### src/rtl/lagarto0_pkg.sv
// Shared sizes, constants and the line-entry type for the instruction queue.
package lagarto0_pkg;

  localparam int ICACHE_LINE_SIZE = 128;
  localparam int ISA_SIZE         = 32;
  localparam int ADDR_SIZE        = 32;
  localparam int IQ_DEPTH         = 4;
  localparam int IQ_WORDS         = ICACHE_LINE_SIZE / ISA_SIZE;

  localparam logic [ISA_SIZE-1:0] NOP_INST = 32'h0000_0013;

  typedef struct packed {
    logic [ICACHE_LINE_SIZE-1:0] line;
    logic [ADDR_SIZE-1:0]        pc;
    logic [$clog2(IQ_WORDS)-1:0] idx;
  } iq_entry_t;

endpackage

### src/rtl/iq_word_sel.sv
// Picks the current instruction word out of one buffered line and forms its PC.
module iq_word_sel #(
  parameter int LINE_W = lagarto0_pkg::ICACHE_LINE_SIZE,
  parameter int INST_W = lagarto0_pkg::ISA_SIZE,
  parameter int AW     = lagarto0_pkg::ADDR_SIZE,
  parameter int IW     = $clog2(LINE_W / INST_W)
) (
  input  logic [LINE_W-1:0] line_i,
  input  logic [AW-1:0]     pc_i,
  input  logic [IW-1:0]     idx_i,
  input  logic              valid_i,
  output logic [INST_W-1:0] inst_o,
  output logic [AW-1:0]     inst_pc_o
);
  import lagarto0_pkg::*;

  logic [INST_W-1:0] w_word;
  logic [AW-1:0]     w_byte_off;

  assign w_word     = line_i[INST_W*idx_i +: INST_W];
  assign w_byte_off = AW'(idx_i) * AW'(INST_W / 8);

  // Empty queue presents a NOP at PC 0 so decode never sees stale data.
  assign inst_o    = valid_i ? w_word : INST_W'(NOP_INST);
  assign inst_pc_o = valid_i ? (pc_i + w_byte_off) : '0;

endmodule

### src/rtl/inst_queue.sv
// Line-granular instruction buffer: whole icache lines in, one word per cycle out to decode.
module inst_queue #(
  parameter int IQ_DEPTH = lagarto0_pkg::IQ_DEPTH,
  parameter int LINE_W   = lagarto0_pkg::ICACHE_LINE_SIZE,
  parameter int INST_W   = lagarto0_pkg::ISA_SIZE,
  parameter int AW       = lagarto0_pkg::ADDR_SIZE
) (
  input  logic                                clk_i,
  input  logic                                rst_i,
  input  logic                                flush_i,
  input  logic                                wr_i,
  input  logic [LINE_W-1:0]                   line_i,
  input  logic [AW-1:0]                       line_pc_i,
  input  logic [$clog2(LINE_W/INST_W)-1:0]    wr_off_i,
  output logic                                full_o,
  output logic                                empty_o,
  output logic                                inst_valid_o,
  input  logic                                inst_ready_i,
  output logic [INST_W-1:0]                   inst_o,
  output logic [AW-1:0]                       inst_pc_o
);
  import lagarto0_pkg::*;

  localparam int WORDS = LINE_W / INST_W;
  localparam int IW    = $clog2(WORDS);
  localparam int PW    = $clog2(IQ_DEPTH);
  localparam int CW    = $clog2(IQ_DEPTH + 1);

  localparam logic [IW-1:0] LAST_IDX = IW'(WORDS - 1);
  localparam logic [CW-1:0] FULL_CNT = CW'(IQ_DEPTH);

  logic [LINE_W-1:0] r_line [IQ_DEPTH];
  logic [AW-1:0]     r_pc   [IQ_DEPTH];
  logic [IW-1:0]     r_idx  [IQ_DEPTH];

  logic [PW-1:0] r_head;
  logic [PW-1:0] r_tail;
  logic [CW-1:0] r_count;

  logic w_full;
  logic w_empty;
  logic w_wr;
  logic w_pop;
  logic w_release;

  assign w_full  = (r_count == FULL_CNT);
  assign w_empty = (r_count == '0);

  // Fullness is judged on the pre-edge count, so a release never lets a write through.
  assign w_wr      = wr_i && !w_full && !flush_i;
  assign w_pop     = !w_empty && inst_ready_i && !flush_i;
  assign w_release = w_pop && (r_idx[r_head] == LAST_IDX);

  always_ff @(posedge clk_i) begin
    if (rst_i || flush_i) begin
      r_head  <= '0;
      r_tail  <= '0;
      r_count <= '0;
    end else begin
      if (w_wr)      r_tail <= r_tail + 1'b1;
      if (w_release) r_head <= r_head + 1'b1;
      unique case ({w_wr, w_release})
        2'b10:   r_count <= r_count + 1'b1;
        2'b01:   r_count <= r_count - 1'b1;
        default: r_count <= r_count;
      endcase
    end
  end

  // Entry storage is never reset; the control pointers alone decide what is live.
  always_ff @(posedge clk_i) begin
    if (w_wr) begin
      r_line[r_tail] <= line_i;
      r_pc[r_tail]   <= line_pc_i;
      r_idx[r_tail]  <= wr_off_i;
    end
    if (w_pop && !w_release) begin
      r_idx[r_head] <= r_idx[r_head] + 1'b1;
    end
  end

  assign full_o       = w_full;
  assign empty_o      = w_empty;
  assign inst_valid_o = !w_empty;

  iq_word_sel #(
    .LINE_W (LINE_W),
    .INST_W (INST_W),
    .AW     (AW),
    .IW     (IW)
  ) u_word_sel (
    .line_i    (r_line[r_head]),
    .pc_i      (r_pc[r_head]),
    .idx_i     (r_idx[r_head]),
    .valid_i   (!w_empty),
    .inst_o    (inst_o),
    .inst_pc_o (inst_pc_o)
  );

endmodule
### config.mk
export PLATFORM = sky130hd
export DESIGN_NAME = inst_queue
export DESIGN_NICKNAME = d
export VERILOG_FILES = /design/src/rtl/lagarto0_pkg.sv /design/src/rtl/iq_word_sel.sv /design/src/rtl/inst_queue.sv
export SDC_FILE = /design/constraint.sdc
export NUM_CORES = 1
export LEC_CHECK = 0
export ABC_AREA = 1
export ABC_CLOCK_PERIOD_IN_PS = 15150
export CAP_MARGIN = 20
export CELL_PAD_IN_SITES_DETAIL_PLACEMENT = 0
export CELL_PAD_IN_SITES_GLOBAL_PLACEMENT = 1
export CORE_MARGIN = 5
export CORE_UTILIZATION = 50
export CTS_CLUSTER_DIAMETER = 80
export DETAILED_ROUTE_END_ITERATION = 8
export PLACE_DENSITY_LB_ADDON = 0.3
export SLEW_MARGIN = 25
export SYNTH_ARGS = -nofsm -noshare
export SYNTH_HDL_FRONTEND = slang
export SYNTH_SLANG_ARGS = --single-unit
export TNS_END_PERCENT = 50
### constraint.sdc
create_clock -name clk_i -period 15.15 [get_ports clk_i]
set_clock_uncertainty 0.2 [all_clocks]
set_input_delay 3.03 -clock clk_i [delete_from_list [all_inputs] [get_ports clk_i]]
set_output_delay 3.03 -clock clk_i [all_outputs]
set_load 0.05 [all_outputs]
==> results.json, run 1 <==
{
  "yosys.area.top_type": "edfxtp_1",
  "drt_iter0_drc": 1751,
  "relSlewSlack_pct": 30.30,
  "initial_core_util_pct": 50.67,
  "clk_pin_slew_ps": 60,
  "synth_most_common_cell": "edfxtp_1",
  "min_path_type": "reg -> reg",
  "comb_power_share_pct": 6.1,
  "ff2ff_path_depth": 11,
  "worstSetupEndpointType": "primary output",
  "fp-row-count": 85,
  "hp-start": "r_count[2]",
  "grt_first_pass_wirelength_mm": 110.2,
  "hpwlAfterDp_mm": 44.33,
  "rsz0062_at_grt": "no",
  "clock_power_share_pct": 41.3,
  "fin_nets": 2710,
  "finalHoldViolCount": 0,
  "peakVddDrop_mv": 0.08996,
  "period_needed_ps": 8606,
  "syn_inst": 2339,
  "outcome": "finished clean",
  "die_area_sq_um": 59640,
  "fmax_ghz": 0.1162,
  "grt_pass1_vias": 18460,
  "ys_warn_count": 0,
  "synth_area_sq_um": 27430,
  "finalMaxSlewViolations": 0,
  "r2r-end": "r_idx[3][0]",
  "ys_async_sr_fraction_pct": 0,
  "worstSetupStartpointType": "register",
  "power_leakage_nw": 11.11,
  "cts-buffers-inserted": 69,
  "dp.cells": 3154,
  "worst_pin_slew_ps": 1045,
  "holdWs_ps": 308.3,
  "post-route-period-util_pct": 56.81,
  "wl_per_cell_um": 22.27,
  "pwr-share-seq_pct": 52.7,
  "ios": 234,
  "crit_fanout": 89,
  "die_w_um": 244.2,
  "power_switching_mw": 0.8360,
  "yosys.area.top_type_share_pct": 70.95,
  "yosys-top-cells-area": "edfxtp_1 71%, nor2_1 6.6%, o21ai_0 6.1%, nand2_1 4.7%, o22ai_1 3.0%",
  "crit_arrival_ps": 5380,
  "area_delta_synth_final_pct": 18.06,
  "drc": 0,
  "core_sq_um": 54130,
  "cts_setup_buffers": 0,
  "worst-endpoint-required_ps": 11920,
  "vias": 18690,
  "synth-edff-count": 648,
  "yosysSeqAreaShare_pct": 71.60,
  "cts_resized": 0,
  "whs_endpoint": "r_count[2]",
  "cts-root-buf": "clkbuf_16",
  "setup_viol": 0,
  "totalWireLength_mm": 73.13,
  "avgSynthCellArea_sq_um": 11.73,
  "ys_types": 31,
  "htree_levels": 3,
  "dieHeight_um": 244.2,
  "numPortBuffers": 233,
  "switching_share_pct": 21.59,
  "critPathKind": "reg -> out",
  "worst_skew_pair.late_latency_ps": 600,
  "viasPerCell": 5.691,
  "p_total_mw": 3.873,
  "tritoncts": "done",
  "clock_path_buffers": 3,
  "r2r_slack_ps": 10580,
  "finalSetupTns_ps": 0,
  "antenna_found_initial": 13,
  "grt_max_degree": 174,
  "cts.sinks": 657,
  "synth_top_cells_by_count": "648 x edfxtp_1, 485 x nor2_1, 347 x nand2_1",
  "grt.total_usage_pct": 24.07,
  "final_cell_count_no_fill": 3283,
  "nFillCells": 4274,
  "ys.flop_type": "edfxtp_1",
  "grt_overflow": 0,
  "maxCapViolCount": 0,
  "ant_nets": 0,
  "p_int_mw": 3.037,
  "syn_nets": 2520,
  "gp_congestion": 0.8611,
  "ctsHoldBuffers": 0,
  "powerDensity_nw_per_um2": 119.6,
  "layout-drive-gt1-share_pct": 6.437,
  "ys_seq_elements": 657,
  "worstHoldPathCells": 2,
  "first_pass_iters": 5
}
## worst max-delay path, cell delays in order, from the launching register on
cell             delay [ps]
dfxtp_4                 590
inv_8                   420
buf_4                   720
buf_4                   820
o21ai_0                 180
o22ai_1                 160
nor2_1                   50
nor2_1                  120
o21ai_0                 130
a21oi_1                 470
clkdlybuf4s50_1         910
## sequential cells by signal, summed over array words and instances (netlist names), named ones only
name / cells
r_line: 512
r_tail: 2
r_idx: 8
r_pc: 128
r_head: 2
r_count: 3
## how the worst max path moves through the flow
stage / startpoint / endpoint / slack, ps / depth (start not counted)
6_report: register / inst_o[27] / 6540 / 10
2_1_floorplan: wr_i / r_line[0][0] / 4180 / 5
4_1_cts: register / inst_o[19] / 6530 / 10
3_3_place_gp: register / inst_o[27] / 7340 / 10
5_1_grt: register / inst_pc_o[31] / 6220 / 14
3_5_place_dp: register / inst_o[19] / 7200 / 10
## layer usage
layer	global-route usage (%)	vias up	wire (um)
li1	-	8749	-
met1	31.93	9214	30570
met2	40.21	600	35910
met3	5.394	110	4653
met4	7.269	12	1904
met5	0	-	80
## layout make-up
type	instances	area [sq um]	area share, %
Sequential cell	657	19650	60.67
Multi-Input combinational cell	1499	6905	21.33
Timing Repair Buffer	258	2615	8.076
Clock buffer	82	1797	5.549
Tap cell	696	870.8	2.689
Clock inverter	39	351.6	1.086
Inverter	44	175.2	0.5410
Antenna cell	8	20.02	0.06182
## power groups by stage
stage	Combinational, mW	Clock, mW	Sequential (mW)
after global routing	0.253	1.71	2.04
after detailed placement	0.235	0	2.08
final	0.235	1.60	2.04
after CTS	0.236	1.63	2.04
after floorplan	0.110	0	2.08
after global placement	0.231	0	2.08
## per-stage QoR
step           worst slack (ps)  utilization, %  area [sq um]
3_3_place_gp               7340           55.65         30130
6_report                   6544           59.82         32380
4_1_cts                    6534           59.78         32360
5_1_grt                    6219           59.79         32370
2_1_floorplan              4177               -         27430
3_5_place_dp               7204           55.81         30210
## cell usage in the layout (no fill, tap or decap), types with 2 or more instances in the layout
cell type        instances
a21oi_1                 57
buf_12                   6
buf_4                   18
bufinv_16                4
clkbuf_1                12
clkbuf_16               70
clkdlybuf4s50_1        233
clkinv_1                15
clkinv_2                11
clkinvlp_4               2
dfxtp_1                  7
dfxtp_4                  2
diode_2                  8
edfxtp_1               648
fa_1                     2
ha_1                    12
inv_1                   39
inv_16                   2
inv_2                    3
inv_6                    3
nand2_1                346
nand2_2                 15
nand3_1                 61
nand3_2                  4
nand4_1                  3
nor2_1                 481
nor2_2                  11
nor2_4                   8
nor3_1                   3
o211ai_1                 4
o21ai_0                332
o21ai_1                 23
o22ai_1                131
## kinds of logic after synthesis
group / share of synthesized area (%)
and+or+nand+nor: 13.57
DFF: 71.60
AOI/OAI and AO/OA: 10.74
buffers and inverters: 3.358
adders and majority gates: 0.6934
xor gates and xnor gates: 0.03194
No activity file was read; power rests on OpenSTA's default activity.
==> inputs of run 2 (changes only) <==
--- a/config.mk
+++ b/config.mk
@@ -6,12 +6,12 @@
 export NUM_CORES = 1
 export LEC_CHECK = 0
 export ABC_AREA = 1
-export ABC_CLOCK_PERIOD_IN_PS = 15150
+export ABC_CLOCK_PERIOD_IN_PS = 9000
 export CAP_MARGIN = 20
 export CELL_PAD_IN_SITES_DETAIL_PLACEMENT = 0
 export CELL_PAD_IN_SITES_GLOBAL_PLACEMENT = 1
 export CORE_MARGIN = 5
-export CORE_UTILIZATION = 50
+export CORE_UTILIZATION = 47
 export CTS_CLUSTER_DIAMETER = 80
 export DETAILED_ROUTE_END_ITERATION = 8
 export PLACE_DENSITY_LB_ADDON = 0.3
==> constraint.sdc (replaced) <==
create_clock -name clk_i -period 9 [get_ports clk_i]
set_clock_uncertainty 0.2 [all_clocks]
set_input_delay 1.8 -clock clk_i [delete_from_list [all_inputs] [get_ports clk_i]]
set_output_delay 1.8 -clock clk_i [all_outputs]
set_load 0.05 [all_outputs]
==> run 2 against run 1 <==
Final cell count up 2.0%. Global-route usage down 1.7 points. Final area about the same. Critical path depth down 2. Routed wire length down 0.35%. Via count down 1.2%. Register-to-register slack worse by 6100 ps. First-iteration DRC count down 16%. Clock power up 72%. Non-clock buffer count down 2. Sequential power up 68%. Clock-buffer cell count up 8. Highest routed layer unchanged.
==> results.json, run 2 (synthesized netlist as in run 1, its figures left out) <==
{
  "outcome": "finished clean",
  "met2_usage_pct": 38.26,
  "drc": 0,
  "placed_area_sq_um": 30220,
  "crit_fanout": 117,
  "cts.sinks": 657,
  "core_sq_um": 57810,
  "ios": 234,
  "hpwlAfterDp_mm": 43.89,
  "maxCapViolCount": 0,
  "grt_pass1_vias": 17990,
  "wl_per_cell_um": 21.77,
  "fmax_ghz": 0.1429,
  "totalWireLength_mm": 72.87,
  "grt_max_degree": 197,
  "vias": 18470,
  "ff2ff_path_depth": 14,
  "finish.instance_area_sq_um": 32410,
  "finalMaxSlewViolations": 0,
  "cts_setup_buffers": 0,
  "htree_levels": 3,
  "cp_num_buf_inv": 3,
  "regArea_sq_um": 19650,
  "grt_overflow": 0,
  "worst-endpoint-required_ps": 7000,
  "r2r-end": "r_count[2]",
  "grt.total_usage_pct": 22.37,
  "peakVddDrop_mv": 0.1861,
  "critPathKind": "reg -> out",
  "multi_input_area_sq_um": 6905,
  "rsz0062_at_grt": "no",
  "pwr-share-seq_pct": 52.1,
  "min_path_type": "reg -> reg",
  "relSlewSlack_pct": 30.49,
  "period_needed_ps": 6996,
  "hp-start": "r_count[2]",
  "tritoncts": "done",
  "cts-root-buf": "clkbuf_16",
  "fp-row-count": 88,
  "die_w_um": 251.6,
  "worstSetupEndpointType": "primary output",
  "clock_power_share_pct": 42.0,
  "power_switching_mw": 1.412,
  "regMostFlops": "r_line",
  "cts-buffers-inserted": 69,
  "power_leakage_nw": 11.09,
  "gp_congestion": 0.8519,
  "setup_viol": 0,
  "worst_skew_pair.late_latency_ps": 600,
  "max_stage_delay_ps": 880,
  "final_common_cell": "edfxtp_1",
  "switching_share_pct": 21.45,
  "layout-drive-gt1-share_pct": 6.279,
  "r2r_slack_ps": 4490,
  "antenna_found_initial": 15,
  "comb_power_share_pct": 5.9,
  "largest_register_ffs": 512,
  "die_area_sq_um": 63290,
  "fin_nets": 2708,
  "cts_resized": 0,
  "first_pass_iters": 5,
  "p_total_mw": 6.583,
  "whs_endpoint": "r_count[2]",
  "dieHeight_um": 251.6,
  "post-route-period-util_pct": 77.74,
  "grt_first_pass_wirelength_mm": 109.2,
  "p_int_mw": 5.171,
  "worstHoldPathCells": 2,
  "worstSetupStartpointType": "register",
  "grt_use_met3_pct": 5.175,
  "area_delta_synth_final_pct": 18.17,
  "grtUsageMet1_pct": 29.21,
  "nFillCells": 4725,
  "worst_pin_slew_ps": 1043,
  "reg_top3": "r_line (512), r_pc (128), r_idx (8)",
  "viasPerCell": 5.516,
  "grt-busiest-layer": "met2",
  "clock_path_buffers": 3,
  "ctsHoldBuffers": 0,
  "clk_pin_slew_ps": 60,
  "crit_arrival_ps": 5000,
  "powerDensity_nw_per_um2": 203.1,
  "drt_iter0_drc": 1473,
  "path_common_cell": "a21oi_1",
  "initial_core_util_pct": 47.45,
  "numPortBuffers": 233,
  "crit_family": "buffers and inverters",
  "finalHoldViolCount": 0,
  "mostFrequentLayoutCells": "648 x edfxtp_1, 481 x nor2_1, 346 x nand2_1",
  "cp_cell_sequence": "inv_6 -> a21oi_1 -> a32oi_4 -> inv_2 -> nor2_1 -> o21ai_0 -> a21oi_1 -> clkdlybuf4s50_1",
  "cpMaxStageDelayCell": "clkdlybuf4s50_1",
  "ant_nets": 0
}
-- run 2: cell types whose count changed in the layout (fill, tap and decap cells not counted), moves of 2 or more --
cell        before  now
clkbuf_1        12   18
diode_2          8    3
buf_12           6    2
buf_4           18   21
clkinv_2        11    8
clkbuf_16       70   72
clkinvlp_4       2    4
-- run 2: per-stage QoR --
step           util, %  worst slack, ps  TNS [ps]  instances  hold WS [ps]
2_1_floorplan        -           -742.7   -475340       2339         258.5
3_3_place_gp     52.27             2628         0       3221         289.4
3_5_place_dp     52.27             2628         0       3221         295.0
4_1_cts          56.06             1987         0       3345         305.6
5_1_grt          56.06             1736         0       3346         329.4
6_report         56.07             2004         0       3348         305.9
-- run 2: worst min-delay path: cells and delay by family, from the launching register on --
family,cells,cell delay (ps)
compound gates,1,60
buf+inv,1,80
flops,1,320
-- run 2: how the worst max path moves through the flow --
| stage | endpoint | cells past startpoint |
|---|---|---|
| after floorplan | r_line[0][0] | 5 |
| after global placement | inst_o[22] | 8 |
| after detailed placement | inst_o[22] | 8 |
| after CTS | inst_o[22] | 8 |
| after global routing | inst_o[22] | 8 |
| final | inst_o[22] | 8 |
-- run 2: layout make-up --
cell class	count	area share, %
well taps	765	2.953
multi-input cells	1499	21.31
repair buffers	256	7.806
diodes	3	0.02316
clock inverters	34	0.9805
inverters	44	0.5482
flip-flops and latches	657	60.62
clock buffers	90	5.767
-- run 2: layer usage --
metal | share of wire (%) | routed length [um]
met3 | 6.6 | 4794
met4 | 2.3 | 1677
met1 | 41 | 29800
met2 | 50 | 36460
met5 | 0.19 | 139
-- run 2: power groups by stage --
stage          Clock [mW]  Combinational, mW  Sequential [mW]
2_1_floorplan           0              0.185             3.51
5_1_grt              2.95              0.418             3.43
3_5_place_dp            0              0.391             3.50
3_3_place_gp            0              0.386             3.49
4_1_cts              2.81              0.392             3.43
6_report             2.76              0.388             3.43
